## src/rtl/hazard_fwd_unit_if.sv

```systemverilog
// Decode/EX/WB hazard bundle between the pipeline and the forwarding unit.
// HAZARD_PERF_EN adds the stall/flush event counters.
interface hazard_fwd_unit_if #(
    parameter int D = 32,
    parameter int R = 5
);
    logic         dec_valid_i;
    logic [R-1:0] dec_rs_addr_i;
    logic [R-1:0] dec_rt_addr_i;
    logic [D-1:0] dec_rs_i;
    logic [D-1:0] dec_rt_i;
    logic         ex_valid_i;
    logic         ex_we_i;
    logic         ex_is_load_i;
    logic [R-1:0] ex_rd_i;
    logic [D-1:0] ex_result_i;
    logic         wb_valid_i;
    logic         wb_we_i;
    logic [R-1:0] wb_rd_i;
    logic [D-1:0] wb_result_i;
    logic         branch_taken_i;
    logic [D-1:0] rs_o;
    logic [D-1:0] rt_o;
    logic [1:0]   fwd_rs_sel_o;
    logic [1:0]   fwd_rt_sel_o;
    logic         stall_o;
    logic         flush_o;
`ifdef HAZARD_PERF_EN
    logic [15:0]  stall_cnt_o;
    logic [15:0]  flush_cnt_o;
`endif

    modport master (
        output dec_valid_i, dec_rs_addr_i, dec_rt_addr_i,
        output dec_rs_i, dec_rt_i,
        output ex_valid_i, ex_we_i, ex_is_load_i,
        output ex_rd_i, ex_result_i,
        output wb_valid_i, wb_we_i, wb_rd_i, wb_result_i,
        output branch_taken_i,
`ifdef HAZARD_PERF_EN
        input  stall_cnt_o, flush_cnt_o,
`endif
        input  rs_o, rt_o, fwd_rs_sel_o, fwd_rt_sel_o,
        input  stall_o, flush_o
    );

    modport slave (
        input  dec_valid_i, dec_rs_addr_i, dec_rt_addr_i,
        input  dec_rs_i, dec_rt_i,
        input  ex_valid_i, ex_we_i, ex_is_load_i,
        input  ex_rd_i, ex_result_i,
        input  wb_valid_i, wb_we_i, wb_rd_i, wb_result_i,
        input  branch_taken_i,
`ifdef HAZARD_PERF_EN
        output stall_cnt_o, flush_cnt_o,
`endif
        output rs_o, rt_o, fwd_rs_sel_o, fwd_rt_sel_o,
        output stall_o, flush_o
    );
endinterface

```

## src/rtl/hazard_fwd_unit.sv

```systemverilog
// Operand forwarding (EX > WB > history > regfile), load-use stall, branch flush.
// HAZARD_PERF_EN enables saturating stall/flush event counters.
module hazard_fwd_unit #(
    parameter int D = 32,
    parameter int R = 5
) (
    input  logic              clk_i,
    input  logic              rst_ni,
    hazard_fwd_unit_if.slave  bus
);
    typedef enum logic [1:0] {IDLE, STALL, FLUSH1, FLUSH2} state_t;

    state_t       state;
    state_t       nxt;
    logic         flush_q;
    logic         hist_v;
    logic [R-1:0] hist_rd;
    logic [D-1:0] hist_data;

    logic ex_src, wb_src;
    logic rs_nz, rt_nz;
    logic rs_ex, rt_ex, rs_wb, rt_wb, rs_h, rt_h;
    logic load_use, stall;

    assign ex_src = bus.ex_valid_i & bus.ex_we_i;
    assign wb_src = bus.wb_valid_i & bus.wb_we_i;
    assign rs_nz  = |bus.dec_rs_addr_i;
    assign rt_nz  = |bus.dec_rt_addr_i;

    assign rs_ex = rs_nz & ex_src & (bus.ex_rd_i == bus.dec_rs_addr_i);
    assign rt_ex = rt_nz & ex_src & (bus.ex_rd_i == bus.dec_rt_addr_i);
    assign rs_wb = rs_nz & wb_src & (bus.wb_rd_i == bus.dec_rs_addr_i);
    assign rt_wb = rt_nz & wb_src & (bus.wb_rd_i == bus.dec_rt_addr_i);
    assign rs_h  = rs_nz & hist_v & (hist_rd == bus.dec_rs_addr_i);
    assign rt_h  = rt_nz & hist_v & (hist_rd == bus.dec_rt_addr_i);

    // A load still in EX has no data yet; the stalled cycle picks it up from WB.
    assign load_use = bus.dec_valid_i & bus.ex_is_load_i & (rs_ex | rt_ex);

    assign stall = rst_ni & (state == IDLE) & load_use & ~bus.branch_taken_i;
    assign bus.stall_o = stall;
    assign bus.flush_o = flush_q;

    always_comb begin
        bus.rs_o = bus.dec_rs_i;
        bus.fwd_rs_sel_o = 2'd0;
        if (rs_ex && !bus.ex_is_load_i) begin
            bus.rs_o = bus.ex_result_i;
            bus.fwd_rs_sel_o = 2'd1;
        end else if (rs_wb) begin
            bus.rs_o = bus.wb_result_i;
            bus.fwd_rs_sel_o = 2'd2;
        end else if (rs_h) begin
            bus.rs_o = hist_data;
            bus.fwd_rs_sel_o = 2'd3;
        end
    end

    always_comb begin
        bus.rt_o = bus.dec_rt_i;
        bus.fwd_rt_sel_o = 2'd0;
        if (rt_ex && !bus.ex_is_load_i) begin
            bus.rt_o = bus.ex_result_i;
            bus.fwd_rt_sel_o = 2'd1;
        end else if (rt_wb) begin
            bus.rt_o = bus.wb_result_i;
            bus.fwd_rt_sel_o = 2'd2;
        end else if (rt_h) begin
            bus.rt_o = hist_data;
            bus.fwd_rt_sel_o = 2'd3;
        end
    end

    always_comb begin
        nxt = state;
        if (bus.branch_taken_i) begin
            nxt = FLUSH1;
        end else begin
            unique case (state)
                IDLE:    if (load_use) nxt = STALL;
                STALL:   nxt = IDLE;
                FLUSH1:  nxt = FLUSH2;
                FLUSH2:  nxt = IDLE;
                default: nxt = IDLE;
            endcase
        end
    end

    always_ff @(posedge clk_i or negedge rst_ni) begin
        if (!rst_ni) begin
            state     <= IDLE;
            flush_q   <= 1'b0;
            hist_v    <= 1'b0;
            hist_rd   <= '0;
            hist_data <= '0;
        end else begin
            state     <= nxt;
            flush_q   <= (nxt == FLUSH1) || (nxt == FLUSH2);
            hist_v    <= wb_src;
            hist_rd   <= bus.wb_rd_i;
            hist_data <= bus.wb_result_i;
        end
    end

`ifdef HAZARD_PERF_EN
    logic [15:0] stall_cnt;
    logic [15:0] flush_cnt;

    always_ff @(posedge clk_i or negedge rst_ni) begin
        if (!rst_ni) begin
            stall_cnt <= '0;
            flush_cnt <= '0;
        end else begin
            if (stall && stall_cnt != 16'hFFFF)
                stall_cnt <= stall_cnt + 16'd1;
            if (bus.branch_taken_i && flush_cnt != 16'hFFFF)
                flush_cnt <= flush_cnt + 16'd1;
        end
    end

    assign bus.stall_cnt_o = stall_cnt;
    assign bus.flush_cnt_o = flush_cnt;
`endif
endmodule

```

## src/flat_wrapper.sv

```systemverilog
// flat-port wrapper written by rule: the top's interface ports become plain ports
module hazard_fwd_unit_flat 
#(
    parameter int D = 32,
    parameter int R = 5
)
  (clk_i, rst_ni, bus_dec_valid_i, bus_dec_rs_addr_i, bus_dec_rt_addr_i, bus_dec_rs_i, bus_dec_rt_i, bus_ex_valid_i, bus_ex_we_i, bus_ex_is_load_i, bus_ex_rd_i, bus_ex_result_i, bus_wb_valid_i, bus_wb_we_i, bus_wb_rd_i, bus_wb_result_i, bus_branch_taken_i, bus_rs_o, bus_rt_o, bus_fwd_rs_sel_o, bus_fwd_rt_sel_o, bus_stall_o, bus_flush_o);
  hazard_fwd_unit_if #(.D(D), .R(R)) bus_i ();
  input  logic clk_i;
  input  logic rst_ni;
  input wire logic [$bits(bus_i.dec_valid_i)-1:0] bus_dec_valid_i;
  input wire logic [$bits(bus_i.dec_rs_addr_i)-1:0] bus_dec_rs_addr_i;
  input wire logic [$bits(bus_i.dec_rt_addr_i)-1:0] bus_dec_rt_addr_i;
  input wire logic [$bits(bus_i.dec_rs_i)-1:0] bus_dec_rs_i;
  input wire logic [$bits(bus_i.dec_rt_i)-1:0] bus_dec_rt_i;
  input wire logic [$bits(bus_i.ex_valid_i)-1:0] bus_ex_valid_i;
  input wire logic [$bits(bus_i.ex_we_i)-1:0] bus_ex_we_i;
  input wire logic [$bits(bus_i.ex_is_load_i)-1:0] bus_ex_is_load_i;
  input wire logic [$bits(bus_i.ex_rd_i)-1:0] bus_ex_rd_i;
  input wire logic [$bits(bus_i.ex_result_i)-1:0] bus_ex_result_i;
  input wire logic [$bits(bus_i.wb_valid_i)-1:0] bus_wb_valid_i;
  input wire logic [$bits(bus_i.wb_we_i)-1:0] bus_wb_we_i;
  input wire logic [$bits(bus_i.wb_rd_i)-1:0] bus_wb_rd_i;
  input wire logic [$bits(bus_i.wb_result_i)-1:0] bus_wb_result_i;
  input wire logic [$bits(bus_i.branch_taken_i)-1:0] bus_branch_taken_i;
  output wire logic [$bits(bus_i.rs_o)-1:0] bus_rs_o;
  output wire logic [$bits(bus_i.rt_o)-1:0] bus_rt_o;
  output wire logic [$bits(bus_i.fwd_rs_sel_o)-1:0] bus_fwd_rs_sel_o;
  output wire logic [$bits(bus_i.fwd_rt_sel_o)-1:0] bus_fwd_rt_sel_o;
  output wire logic [$bits(bus_i.stall_o)-1:0] bus_stall_o;
  output wire logic [$bits(bus_i.flush_o)-1:0] bus_flush_o;
  assign bus_i.dec_valid_i = bus_dec_valid_i;
  assign bus_i.dec_rs_addr_i = bus_dec_rs_addr_i;
  assign bus_i.dec_rt_addr_i = bus_dec_rt_addr_i;
  assign bus_i.dec_rs_i = bus_dec_rs_i;
  assign bus_i.dec_rt_i = bus_dec_rt_i;
  assign bus_i.ex_valid_i = bus_ex_valid_i;
  assign bus_i.ex_we_i = bus_ex_we_i;
  assign bus_i.ex_is_load_i = bus_ex_is_load_i;
  assign bus_i.ex_rd_i = bus_ex_rd_i;
  assign bus_i.ex_result_i = bus_ex_result_i;
  assign bus_i.wb_valid_i = bus_wb_valid_i;
  assign bus_i.wb_we_i = bus_wb_we_i;
  assign bus_i.wb_rd_i = bus_wb_rd_i;
  assign bus_i.wb_result_i = bus_wb_result_i;
  assign bus_i.branch_taken_i = bus_branch_taken_i;
  assign bus_rs_o = bus_i.rs_o;
  assign bus_rt_o = bus_i.rt_o;
  assign bus_fwd_rs_sel_o = bus_i.fwd_rs_sel_o;
  assign bus_fwd_rt_sel_o = bus_i.fwd_rt_sel_o;
  assign bus_stall_o = bus_i.stall_o;
  assign bus_flush_o = bus_i.flush_o;
  hazard_fwd_unit #(.D(D), .R(R)) u_core (.clk_i(clk_i), .rst_ni(rst_ni), .bus(bus_i));
endmodule
```

## config.mk

```make
export PLATFORM = sky130hd
export DESIGN_NAME = hazard_fwd_unit_flat
export DESIGN_NICKNAME = d
export VERILOG_FILES = /design/src/rtl/hazard_fwd_unit_if.sv /design/src/rtl/hazard_fwd_unit.sv /design/src/flat_wrapper.sv
export SDC_FILE = /design/constraint.sdc
export NUM_CORES = 1
export LEC_CHECK = 0
export CORE_MARGIN = 2
export CORE_UTILIZATION = 42
export CTS_BUF_LIST = sky130_fd_sc_hd__clkbuf_8 sky130_fd_sc_hd__clkbuf_16
export DETAILED_ROUTE_END_ITERATION = 10
export GPL_TIMING_DRIVEN = 0
export PLACE_DENSITY = 0.88
export SYNTH_ARGS = -nofsm -noshare
export SYNTH_HDL_FRONTEND = slang
export SYNTH_SLANG_ARGS = --single-unit
```

## constraint.sdc

```tcl
create_clock -name clk_i -period 5.4 [get_ports clk_i]
set_input_delay 1.08 -clock clk_i [delete_from_list [all_inputs] [get_ports clk_i]]
set_output_delay 1.08 -clock clk_i [all_outputs]
set_load 0.01 [all_outputs]
```

After elaboration in Yosys (flattened, before gate mapping)
Cells that the tools add are included.
Storage, ports and cells
  word-level logic and storage cells: 60
  output and inout bits: 70
  bits in registers: 41
  input port bits: 157
Cells by class
  equality and inequality tests: 11
  bitwise logic cells: 21
  mux-type cells: 15
  reductions and logical operators: 8
Operator list (count)
  32-bit two-way mux: 6
  5-bit equality test: 6
  1-bit AND: 19
  2-bit two-way mux: 8
  5-bit OR reduction: 2
  2-bit equality test (second input constant): 4
  2-bit one-hot mux with 3 select lines: 1
  2-bit by 1-bit equality test with 1-bit output (second input constant): 1
  1-bit logical AND: 2
  2-bit logical NOT: 1
  2-bit OR reduction: 1
  1-bit logical NOT: 1
  1-bit logical OR: 1
  1-bit NOT: 1
  1-bit bitwise OR: 1

Logic depth before layout (Yosys ltp)
  word-level depth: 10
  depth in mapped cells: 8
  mapped depth without buffers: 5

Least setup slack after synthesis
No wires, ideal clock.
  kind: in2out
  start point: input bus_dec_rt_addr_i[0]
  end point: output bus_rt_o[22]
  arrival time: 2645 ps
  path buffers: 3
  stages on the path: 8
  required time: 4320 ps
  path slack: 1675 ps
  path through: buf_2 > xor2_1 > nor4_1 > and2_1 > clkbuf_1 > clkbuf_1 > a221oi_1 > o21ai_0
Between the ends
  longest elaborated chain between the ends: 6
  elaborated cells between the ends (all ways): 14
  those cells by class: eq/ne: 3; mux: 3; bitwise: 6; reduce/logical: 2
Ends and longest elaborated chain
  from (decl): line flat_wrapper.sv:13  | input wire logic [$bits(bus_i.dec_rt_addr_i)-1:0] bus_dec_rt_addr_i;
  5-bit OR reduction: line hazard_fwd_unit.sv:28  | assign rt_nz = |bus.dec_rt_addr_i;
  1-bit AND (2 in a row): line hazard_fwd_unit.sv:35  | assign rt_h = rt_nz & hist_v & (hist_rd == bus.dec_rt_addr_i);
  32-bit two-way mux: line hazard_fwd_unit.sv:68  | end else if (rt_h) begin
  32-bit two-way mux: line hazard_fwd_unit.sv:65  | end else if (rt_wb) begin
  32-bit two-way mux (*): line hazard_fwd_unit.sv:62  | if (rt_ex && !bus.ex_is_load_i) begin
  to (decl): line flat_wrapper.sv:27  | output wire logic [$bits(bus_i.rt_o)-1:0] bus_rt_o;
Mark *: on every way between the ends. The rest lies on a longest branch, timed or not.

Worst setup path in the final report
  start point: input bus_dec_rs_addr_i[3]
  end point: output bus_rs_o[12]
Between the ends
  longest elaborated chain between the ends: 6
  elaborated cells between the ends (all ways): 14
  those cells by class: eq/ne: 3; mux: 3; bitwise: 6; reduce/logical: 2
Ends and longest elaborated chain
  from (decl): line flat_wrapper.sv:12  | input wire logic [$bits(bus_i.dec_rs_addr_i)-1:0] bus_dec_rs_addr_i;
  5-bit OR reduction: line hazard_fwd_unit.sv:27  | assign rs_nz = |bus.dec_rs_addr_i;
  1-bit AND (2 in a row): line hazard_fwd_unit.sv:34  | assign rs_h = rs_nz & hist_v & (hist_rd == bus.dec_rs_addr_i);
  32-bit two-way mux: line hazard_fwd_unit.sv:53  | end else if (rs_h) begin
  32-bit two-way mux: line hazard_fwd_unit.sv:50  | end else if (rs_wb) begin
  32-bit two-way mux (*): line hazard_fwd_unit.sv:47  | if (rs_ex && !bus.ex_is_load_i) begin
  to (decl): line flat_wrapper.sv:26  | output wire logic [$bits(bus_i.rs_o)-1:0] bus_rs_o;
Marks and branches as above.

==> out/metrics.sh <==
CP_SLOWEST_CELL='sky130_fd_sc_hd__clkdlybuf4s50_1'
SYNTH_EDF_COUNT=0
CTS_HOLD_REPAIR.BUFFERS=0
INITIAL_UTILIZATION_PCT=43.3
TIMING_MAX_TRANSITION_VIOLATIONS_FINAL=0
INSERTION_DELAY_PS=290
SYN_INST=457
HOLD_VIOL=0
SYNTHESIS.AREA_MM2=0.00380
YOSYSWARNINGCOUNT=0
YOSYS.AREA_SHARE.ADDER_PCT=0
FLOORPLAN.DIE_AREA_MM2=0.00982
CTS_MAX_PATH_BUFFERS=2
GRT_MAX_DEGREE=23
SYNTH.TOP_CELLS.BY_AREA='sky130_fd_sc_hd__dfrtp_1 (27%), sky130_fd_sc_hd__a221oi_2 (11%), sky130_fd_sc_hd__a221oi_1 (8.3%), sky130_fd_sc_hd__nand2_1 (6.6%), sky130_fd_sc_hd__o31ai_1 (6.3%)'
SLEW_HEADROOM_PCT=58.5
GRT_PASS1_WL_UM=26400
SEQUENTIAL_FRACTION_OF_THE_SYNTHESIS_AREA_PCT=27.0
DRT_PRE_ANTENNA_ITERS=5
SYNTH_AREA_LEADER_CELL='sky130_fd_sc_hd__dfrtp_1'
R2R_START='u_core.state[0]'
SYNTH_CELL_TYPE_COUNT=39
CP_DATA_REQUIRED_TIME_PS=4320
CTS.SINKS=41
ANTENNA_VIOLATIONS_BEFORE_REPAIR=0
NUM-NETS-FINAL=845
HPWL_AFTER_DETAILED_PLACEMENT_UM=12300
GRT_PASS1_VIAS=5114
KIND_OF_END_POINT_OF_THE_CRITICAL_PATH='output pin'
ROUTABILITYCONGESTION=0.893
CRITPATHLAUNCHTYPE='input pin'
CAP_VIOL_MAX_COUNT=0
SYNTH_COMPOUND_GATE_AREA_SHARE_PCT=38.3
CTS-HTREE-LEVELS=2
TIMING.HOLD.WORST.START='u_core.state[1]'
SYN_NETS=614
SYNTH.FF_LATCH_COUNT=41
POSTSYNTH.ASYNCRESETSHARE_PCT=100
ROUTE.FINAL.WIRE_LENGTH_UM=16600
SYN_AVG_CELL_AREA_UM2=8.31
GRTUSAGETOTAL_PCT=33.3
LAYOUT_COMMONEST_CELL='sky130_fd_sc_hd__clkdlybuf4s50_1'
FIN_TNS_SETUP_PS=0
INITIALDRTVIOLATIONCOUNT=291
FINALWORSTPATHREQUIREDPERIOD_PS=5240
HOLD_PATH_END='u_core.bus.flush_o'
NUM_VIAS=4852
CRITICALPATHCATEGORY='input pin to output pin'
MIN_PATH_TYPE='flop to flop'
RSZ0062_AT_GRT='no'
REG2REGPATHDEPTH=2
WORST_PATH_LARGEST_CELL_DELAY_PS=660
FILL_CELLS=689
CRITICAL_PATH.MAX_FANOUT=10
DIE_WIDTH_UM=99.1
PATH_CLK_SLEW_PS=90
DRIVE_ABOVE_1_SHARE_PCT=10.6
COMMONEST_CELLS_AFTER_ROUTING_FILL_AND_TAPS_ASIDE='sky130_fd_sc_hd__clkdlybuf4s50_1 (222), sky130_fd_sc_hd__nand2_1 (67), sky130_fd_sc_hd__dfrtp_1 (41)'
P_PER_AREA_mW_PER_MM2=142
FINALCLOCKSKEW_PS=0.0670
WHS_PATH_DEPTH=1
ROWS=34
WORST_SLEW_PIN_SLEW_PS=623
SYN2LAYOUT_AREA_GROWTH_PCT=65.3
POSTROUTEANTENNANETS=0
ROUTED_WIRE_LENGTH_PER_INSTANCE_UM=20.9
ACHIEVABLE-FREQUENCY_MHz=191
CTS_TREE='done'
DIE_HEIGHT_UM=99.1
YOSYS.AREA.TOP_TYPE_SHARE_PCT=27.0
FINALSETUPVIOLCOUNT=0
WORSTPATHARRIVAL_PS=4160
SYNTH_SIMPLE_GATE_AREA_SHARE_PCT=19.5
LEAKAGEPOWER_nW=2.25
REMAINING_GLOBAL_ROUTE_OVERFLOW=0
CTS_MADE_BUFFERS=5
COREAREA_MM2=0.00876
SLACK_OF_THE_WORST_REG_TO_REG_PATH_PS=4680
VDD_IR_DROP_MAX_V=0.000112
SYNTH_XOR_XNOR_AREA_SHARE_PCT=6.46
DESIGN.PORTCOUNT=227
WORSTPATHCELLLIST='clkdlybuf4s50_1 > xor2_1 > or4_1 > nor3_2 > buf_2 > buf_2 > nand2_1 > o31ai_1 > clkdlybuf4s50_1'
OUTCOME='finished, final reports clean'
LARGEST_FAMILY_OF_LOGIC_CELLS_BY_SYNTHESIZED_AREA='compound AO/OA/AOI/OAI gates'
FINAL_MIN_PERIOD_OVER_CLOCK_PERIOD_PCT=97.1
INSERTEDDIODECOUNT=0
POST_DRT_VIA_CELL_RATIO=6.09
YOSYS-MUX-AREA-FRACTION_PCT=0
DETAILED_ROUTE_DRC_ERROR_COUNT=0
CLOCKROOTBUFFER='sky130_fd_sc_hd__clkbuf_8'
TIMING.RR.END='u_core.state[0]'
BUFFER_PORTS.INSERTED=223
CTS_SETUP_BUFFERS=0
MOST_COMMON_FLOP_CELL_MAPPED_BY_YOSYS='sky130_fd_sc_hd__dfrtp_1'
FINALPOWER_mW=0.894
logic make-up (layout without fill, tap and decap cells):
logic type	after synthesis	in the layout
DFF	41	41
buffers and inverters	56	288
and+or+nand+nor	158	158
xor gates and xnor gates	28	28
AOI/OAI and AO/OA	174	174
through the flow:
stage / util [%] / instances / worst slack [ps] / instance area [um2] / hold WS, ps
after floorplan: - / 457 / 1670 / 3800 / 491
after global routing: 71.6 / 797 / 2.82 / 6280 / 562
after detailed placement: 70.6 / 789 / 194 / 6190 / 524
after global placement: 70.3 / 788 / 216 / 6160 / 505
after CTS: 71.5 / 797 / 162 / 6270 / 542
final: 71.6 / 797 / 158 / 6280 / 545
metal layers:
layer,wire [um],track usage (%),vias up
met3,1640,7.45,58
met1,6390,42.1,2263
met2,7910,53.8,334
met5,0,0,-
li1,-,-,2197
met4,687,15.8,0
repair_timing:
item | CTS | global route
endpoints found under the hold margin | 0 | 0
gates resized for setup | 0 | 1
endpoints found under the setup margin | 0 | 1
flip-flops by register name, indices dropped and copies added (netlist names):
name / flops
u_core.hist_v: 1
u_core.state: 2
u_core.hist_rd: 5
u_core.hist_data: 32
u_core.bus.flush_o: 1
layout make-up:
cell class / instances / area [um2] / area share (%)
clock buffers: 5 / 68.8 / 1.10
inverters: 5 / 18.8 / 0.299
multi-input cells: 360 / 2450 / 39.0
repair buffers: 224 / 2250 / 35.9
well taps: 108 / 135 / 2.15
flip-flops and latches: 41 / 1030 / 16.3
clock inverters: 3 / 11.3 / 0.179
plain buffers: 51 / 312 / 4.96
critical path: cells and delay by family:
family / cells / cell delay (ps)
buffers and inverters: 4 / 1780
and+or+nand+nor: 3 / 970
xor gates and xnor gates: 1 / 220
AOI/OAI and AO/OA: 1 / 110
worst max path at each step:
| stage | from | depth (start not counted) | slack, ps | end |
|---|---|---|---|---|
| 2_1_floorplan | bus_dec_rt_addr_i[0] | 8 | 1670 | bus_rt_o[22] |
| 3_3_place_gp | bus_dec_rs_addr_i[3] | 9 | 220 | bus_rs_o[22] |
| 3_5_place_dp | bus_dec_rs_addr_i[3] | 9 | 190 | bus_rs_o[12] |
| 4_1_cts | bus_dec_rs_addr_i[3] | 9 | 160 | bus_rs_o[12] |
| 5_1_grt | bus_dec_rt_addr_i[4] | 9 | 3 | bus_rt_o[25] |
| 6_report | bus_dec_rs_addr_i[3] | 9 | 160 | bus_rs_o[12] |
synthesized netlist by cell type (3+ instances only):
library cell / n
sky130_fd_sc_hd__a221oi_1: 36
sky130_fd_sc_hd__o31ai_1: 32
sky130_fd_sc_hd__nand2_1: 67
sky130_fd_sc_hd__xor2_1: 10
sky130_fd_sc_hd__clkbuf_1: 19
sky130_fd_sc_hd__inv_1: 5
sky130_fd_sc_hd__a221oi_2: 29
sky130_fd_sc_hd__xnor2_1: 18
sky130_fd_sc_hd__dfrtp_1: 41
sky130_fd_sc_hd__buf_2: 18
sky130_fd_sc_hd__buf_4: 5
sky130_fd_sc_hd__nor2_1: 39
sky130_fd_sc_hd__buf_8: 3
sky130_fd_sc_hd__and2_1: 33
sky130_fd_sc_hd__nand3_1: 3
sky130_fd_sc_hd__or3_1: 3
sky130_fd_sc_hd__o21ai_0: 31
sky130_fd_sc_hd__buf_6: 6
sky130_fd_sc_hd__o22ai_1: 32
where the power goes:
part / internal [mW] / total, mW / switching (mW)
Clock: 0.0866 / 0.197 / 0.111
Combinational: 0.219 / 0.367 / 0.148
Sequential: 0.323 / 0.330 / 0.00673
Power figures use the tool's default switching activity.
